$ cat src/rtl/ifu_fetch_queue_pkg.sv
// Shared definitions for the instruction-fetch unit: reset PC, NOP encoding,
// fetch-entry layout and address-range helpers.
package ifu_fetch_queue_pkg;

  localparam logic [31:0] DEFAULT_RESET_PC = 32'h0000_3000;
  localparam int          DEFAULT_IM_WORDS = 4096;
  localparam logic [31:0] NOP_INSTR        = 32'h0000_0000;

  // Instructions are 32-bit words; PCs advance and align on this granule.
  localparam int WORD_BYTES = 4;
  localparam int WORD_SHIFT = 2;

  typedef struct packed {
    logic [31:0] pc;
    logic [31:0] instr;
    logic        exc;
  } fetch_entry_t;

endpackage

$ cat src/rtl/ifu_fetch_queue_fetch_fifo.sv
// Generic synchronous FIFO with flush; head is read straight from storage so
// the consumer side has no combinational path from the write data.
module fetch_fifo #(
  parameter int WIDTH = 65,
  parameter int DEPTH = 4
) (
  input  logic                       clk,
  input  logic                       reset,
  input  logic                       flush,
  input  logic                       push,
  input  logic [WIDTH-1:0]           din,
  input  logic                       pop,
  output logic [WIDTH-1:0]           head,
  output logic [$clog2(DEPTH+1)-1:0] count
);

  localparam int PTR_W = $clog2(DEPTH);
  localparam int CNT_W = $clog2(DEPTH+1);

  logic [WIDTH-1:0] mem [DEPTH];
  logic [PTR_W-1:0] rd_ptr;
  logic [PTR_W-1:0] wr_ptr;
  logic             do_push;
  logic             do_pop;

  assign do_pop  = pop & (count != '0);
  assign do_push = push & ((count != CNT_W'(DEPTH)) | do_pop);
  assign head    = mem[rd_ptr];

  // DEPTH is a power of two, so the pointers wrap by natural overflow.
  always_ff @(posedge clk) begin
    if (reset || flush) begin
      rd_ptr <= '0;
      wr_ptr <= '0;
      count  <= '0;
    end else begin
      if (do_push) wr_ptr <= wr_ptr + PTR_W'(1);
      if (do_pop)  rd_ptr <= rd_ptr + PTR_W'(1);
      count <= count + CNT_W'(do_push) - CNT_W'(do_pop);
    end
  end

  always_ff @(posedge clk) begin
    if (do_push && !reset && !flush) mem[wr_ptr] <= din;
  end

endmodule

$ cat src/rtl/ifu_fetch_queue.sv
// Instruction-fetch unit: owns the fetch PC, detects address faults and
// buffers {pc, instr, exc} entries toward decode through fetch_fifo.
module ifu_fetch_queue
  import ifu_fetch_queue_pkg::*;
#(
  parameter int                ADDR_W   = 32,
  parameter int                DATA_W   = 32,
  parameter logic [ADDR_W-1:0] RESET_PC = ADDR_W'(DEFAULT_RESET_PC),
  parameter int                IM_WORDS = DEFAULT_IM_WORDS,
  parameter int                DEPTH    = 4
) (
  input  logic              clk,
  input  logic              reset,
  input  logic              redirect_valid,
  input  logic [ADDR_W-1:0] redirect_pc,
  output logic [ADDR_W-1:0] imem_addr,
  input  logic [DATA_W-1:0] imem_rdata,
  output logic              out_valid,
  input  logic              out_ready,
  output logic [ADDR_W-1:0] out_pc,
  output logic [DATA_W-1:0] out_instr,
  output logic              out_exc
);

  localparam int ENTRY_W = ADDR_W + DATA_W + 1;
  localparam int CNT_W   = $clog2(DEPTH+1);

  // One extra bit keeps RESET_PC + 4*IM_WORDS from overflowing.
  localparam logic [ADDR_W:0] LO_BOUND = {1'b0, RESET_PC};
  localparam logic [ADDR_W:0] HI_BOUND = LO_BOUND + ((ADDR_W+1)'(IM_WORDS) << WORD_SHIFT);

  logic [ADDR_W-1:0]  fetch_pc;
  logic               halted;
  logic               fault;
  logic               pop;
  logic               push;
  logic [ENTRY_W-1:0] entry;
  logic [ENTRY_W-1:0] head;
  logic [CNT_W-1:0]   count;

  assign imem_addr = fetch_pc;
  assign out_valid = (count != '0);
  assign pop       = out_valid & out_ready;
  assign push      = !redirect_valid && !halted && ((count != CNT_W'(DEPTH)) || pop);

  assign fault = (fetch_pc[WORD_SHIFT-1:0] != '0)
               || ({1'b0, fetch_pc} < LO_BOUND)
               || ({1'b0, fetch_pc} >= HI_BOUND);

  assign entry = fault ? {fetch_pc, DATA_W'(NOP_INSTR), 1'b1}
                       : {fetch_pc, imem_rdata, 1'b0};

  // A faulting entry parks the PC on the bad address until a redirect.
  always_ff @(posedge clk) begin
    if (reset) begin
      fetch_pc <= RESET_PC;
      halted   <= 1'b0;
    end else if (redirect_valid) begin
      fetch_pc <= redirect_pc;
      halted   <= 1'b0;
    end else if (push) begin
      if (fault) halted   <= 1'b1;
      else       fetch_pc <= fetch_pc + ADDR_W'(WORD_BYTES);
    end
  end

  fetch_fifo #(
    .WIDTH (ENTRY_W),
    .DEPTH (DEPTH)
  ) u_fifo (
    .clk   (clk),
    .reset (reset),
    .flush (redirect_valid),
    .push  (push),
    .din   (entry),
    .pop   (pop),
    .head  (head),
    .count (count)
  );

  assign out_pc    = head[ENTRY_W-1 -: ADDR_W];
  assign out_instr = head[DATA_W:1];
  assign out_exc   = head[0];

endmodule
$ cat config.mk
export PLATFORM = sky130hd
export DESIGN_NAME = ifu_fetch_queue
export DESIGN_NICKNAME = d
export VERILOG_FILES = /design/src/rtl/ifu_fetch_queue_pkg.sv /design/src/rtl/ifu_fetch_queue_fetch_fifo.sv /design/src/rtl/ifu_fetch_queue.sv
export SDC_FILE = /design/constraint.sdc
export NUM_CORES = 1
export LEC_CHECK = 0
export CORE_MARGIN = 2
export CORE_UTILIZATION = 45
export DETAILED_ROUTE_END_ITERATION = 16
export PLACE_DENSITY = 0.7
export REMOVE_ABC_BUFFERS = 1
export SKIP_LAST_GASP = 1
export SYNTH_ARGS = -nofsm -noshare
export SYNTH_HDL_FRONTEND = slang
export SYNTH_SLANG_ARGS = --single-unit
$ cat constraint.sdc
create_clock -name clk -period 2.8 [get_ports clk]
set_clock_uncertainty 0.05 [all_clocks]
set_input_delay 0.28 -clock clk [delete_from_list [all_inputs] [get_ports clk]]
set_output_delay 0.28 -clock clk [all_outputs]
set_load 0.02 [all_outputs]
==> results.json <==
{
  "p_seq_share_pct": 50.5,
  "placed_area_um2": 13900,
  "ant_nets": 0,
  "tightestPinTransition_ns": 0.575,
  "p_switching_mw": 2.12,
  "max-vdd-ir-drop_v": 0.000542,
  "cp.required_ns": 2.47,
  "start_util_pct": 45.6,
  "viasPerCell": 5.39,
  "grt_pass1_vias": 6719,
  "cts.clk_slew.worst_paths_ns": 0.06,
  "netlist_area_um2": 11800,
  "rr_startpoint": "u_fifo.count[1]",
  "cts_buffer_depth": 3,
  "finalSetupViolations": 0,
  "hold_violations": 0,
  "yosys_warnings": 0,
  "detail_route.iter0.violations": 383,
  "ios": 166,
  "worstPathMaxFanout": 38,
  "clkPwrFrac_pct": 40.4,
  "dieArea_um2": 27600,
  "drive_gt1_share_pct": 18.1,
  "synth-compound-area-share_pct": 1.61,
  "hold_class": "in2reg",
  "ys_ff_latch": 302,
  "cts_tree": "yes",
  "final.setup.tns_ns": 0,
  "cellLeakagePower_nw": 4.87,
  "worstSetupPathType": "reg2out",
  "vias": 6183,
  "worstSetupStartpointType": "register",
  "nets": 866,
  "syn_to_final_growth_pct": 25.9,
  "ff2ff_path_depth": 9,
  "htreeDepth": 1,
  "rsz0062_at_grt": "yes",
  "yosys.area_share.simple_pct": 5.78,
  "synthXorXnorAreaFrac_pct": 0.887,
  "drc": 0,
  "gp_congestion": 0.800,
  "outcome": "finished clean",
  "whs_path_depth": 4,
  "avgSynthCellArea_um2": 18.8,
  "root_buffer": "clkbuf_16",
  "dominantRegCellSynth": "edfxtp_1",
  "fin_cells": 1148,
  "post-dp-hpwl_mm": 15.1,
  "n_antenna_cell": 0,
  "internal_power_mw": 7.96,
  "fmax_mhz": 368,
  "synth_top_family_by_area": "multiplexers",
  "grt_pass1_wl_mm": 37.6,
  "period_share_pct": 97.0,
  "synth_edf_count": 260,
  "grt_max_degree": 66,
  "grt_util_all_layers_pct": 17.5,
  "power_density_nw_per_um2": 676,
  "die_w_um": 166,
  "reg2reg_slack_ns": 0.27,
  "placementRows": 59,
  "finalMaxSlewViolations": 0,
  "numCtsBuffers": 30,
  "power_mw": 10.1,
  "worst_hold_path.endpoint": "imem_addr[12]",
  "min_from": "redirect_valid",
  "dp_cells": 1092,
  "fin_util_pct": 57.4,
  "ys_types": 50,
  "layout_common_cells": "260 x edfxtp_1, 164 x clkdlybuf4s50_1, 65 x mux4_2",
  "ys_async_sr_fraction_pct": 0,
  "synth_mux_area_share_pct": 14.3,
  "clock-sinks": 302,
  "fin_area_um2": 14900,
  "r2r_end": "u_fifo.count[2]",
  "hold_buffers": 0,
  "critPathArrivalTime_ns": 2.39,
  "gr-total-overflow": 0,
  "max-slew-margin-rel_pct": 61.5,
  "cp-end-kind": "output pin",
  "period_minus_slack_ns": 2.72,
  "routed_wl_mm": 24.0,
  "first_pass_iters": 5,
  "clock_latency_ns": 0.54,
  "core-area_um2": 26000,
  "ys_seq_area_share_pct": 73.0,
  "grt_antenna_before_repair": 0,
  "synth_cells": 629,
  "post_drt_wl_per_cell_um": 20.9,
  "die_h_um": 166,
  "p_comb_share_pct": 9.1,
  "p_sw_share_pct": 21.0,
  "drv_cap": 0,
  "port_buffers": 165,
  "final_common_cell": "edfxtp_1",
  "synth_fa_ha_area_share_pct": 1.01
}
[worst max path at each step]
stage / start / to / slack [ns] / cells past startpoint
floorplan: register / out_exc / -1.02 / 1
global placement: out_ready / u_fifo.count[2] / 0.19 / 9
detailed placement: out_ready / u_fifo.count[2] / 0.15 / 9
CTS: register / out_pc[11] / 0.03 / 3
global route: register / out_pc[0] / -0.008 / 3
finish: register / out_pc[11] / 0.08 / 3
[state kept, by name, indices dropped and copies added (netlist names), named ones only]
name,count
u_fifo.count,3
u_fifo.rd_ptr,2
u_fifo.wr_ptr,2
halted,1
imem_addr,32
u_fifo.mem,260
[timing repair]
item,in CTS,in global routing
buffers inserted,0,0
resized for setup,0,1
setup endpoints to repair,0,13
[cell usage after synthesis, types with 4 or more instances]
cell / count / share of area (%)
buf_4: 33 / 2.1
nand2_1: 9 / 0.29
o21ai_0: 4 / 0.17
nor2_1: 33 / 1.0
dfxtp_1: 42 / 7.1
and3_1: 5 / 0.26
ha_1: 8 / 0.85
edfxtp_1: 260 / 66
mux2i_1: 21 / 1.8
buf_2: 9 / 0.38
and2_1: 35 / 1.8
xnor2_1: 11 / 0.81
clkbuf_1: 12 / 0.38
mux4_2: 65 / 12
nand3_1: 5 / 0.21
nor4_1: 7 / 0.37
a21oi_1: 8 / 0.34
inv_1: 15 / 0.48
nor3_1: 7 / 0.30
[logic make-up (layout without fill, tap and decap cells)]
| family | Yosys count | in the layout |
|---|---|---|
| xor gates and xnor gates | 12 | 12 |
| buffers and inverters | 72 | 256 |
| and+or+nand+nor | 119 | 119 |
| adders and majority gates | 9 | 9 |
| muxes | 87 | 87 |
| DFF | 302 | 302 |
| AOI/OAI and AO/OA | 28 | 28 |
[layout make-up]
| type | count | area (um^2) |
|---|---|---|
| clock buffers | 41 | 853 |
| clock inverters | 15 | 175 |
| fillers | 1953 | 11100 |
| inverters | 16 | 60.1 |
| multi-input cells | 255 | 2810 |
| flip-flops and latches | 302 | 8660 |
| well taps | 335 | 419 |
| repair buffers | 184 | 1930 |
[metrics by stage]
| stage | setup slack [ns] | hold WS, ns |
|---|---|---|
| CTS | 0.0314 | 0.211 |
| global placement | 0.190 | 0.451 |
| detailed placement | 0.150 | 0.457 |
| finish | 0.0844 | 0.239 |
| floorplan | -1.02 | 0.295 |
| global route | -0.00847 | 0.262 |
[metal layers]
metal | routed length, um | track usage (%) | vias up
met5 | 0 | 0 | -
met4 | 607 | 5.51 | 0
met3 | 1440 | 3.17 | 46
met2 | 11800 | 29.4 | 221
met1 | 10200 | 23.4 | 3148
li1 | - | - | 2768
[power by group through the flow]
| stage | combinational (mW) | clock (mW) | sequential (mW) |
|---|---|---|---|
| floorplan | 0.411 | 0 | 5.22 |
| global placement | 0.916 | 0 | 5.17 |
| detailed placement | 0.929 | 0 | 5.18 |
| CTS | 0.935 | 4.17 | 5.09 |
| global route | 0.984 | 4.34 | 5.10 |
| finish | 0.921 | 4.07 | 5.09 |
[critical path, cell delays in order, from the launching register on]
cell and delay, ns:
dfxtp_4 0.38, buf_16 0.28, mux4_2 0.60, clkdlybuf4s50_1 0.57
No activity file was read; power rests on OpenSTA's default activity.
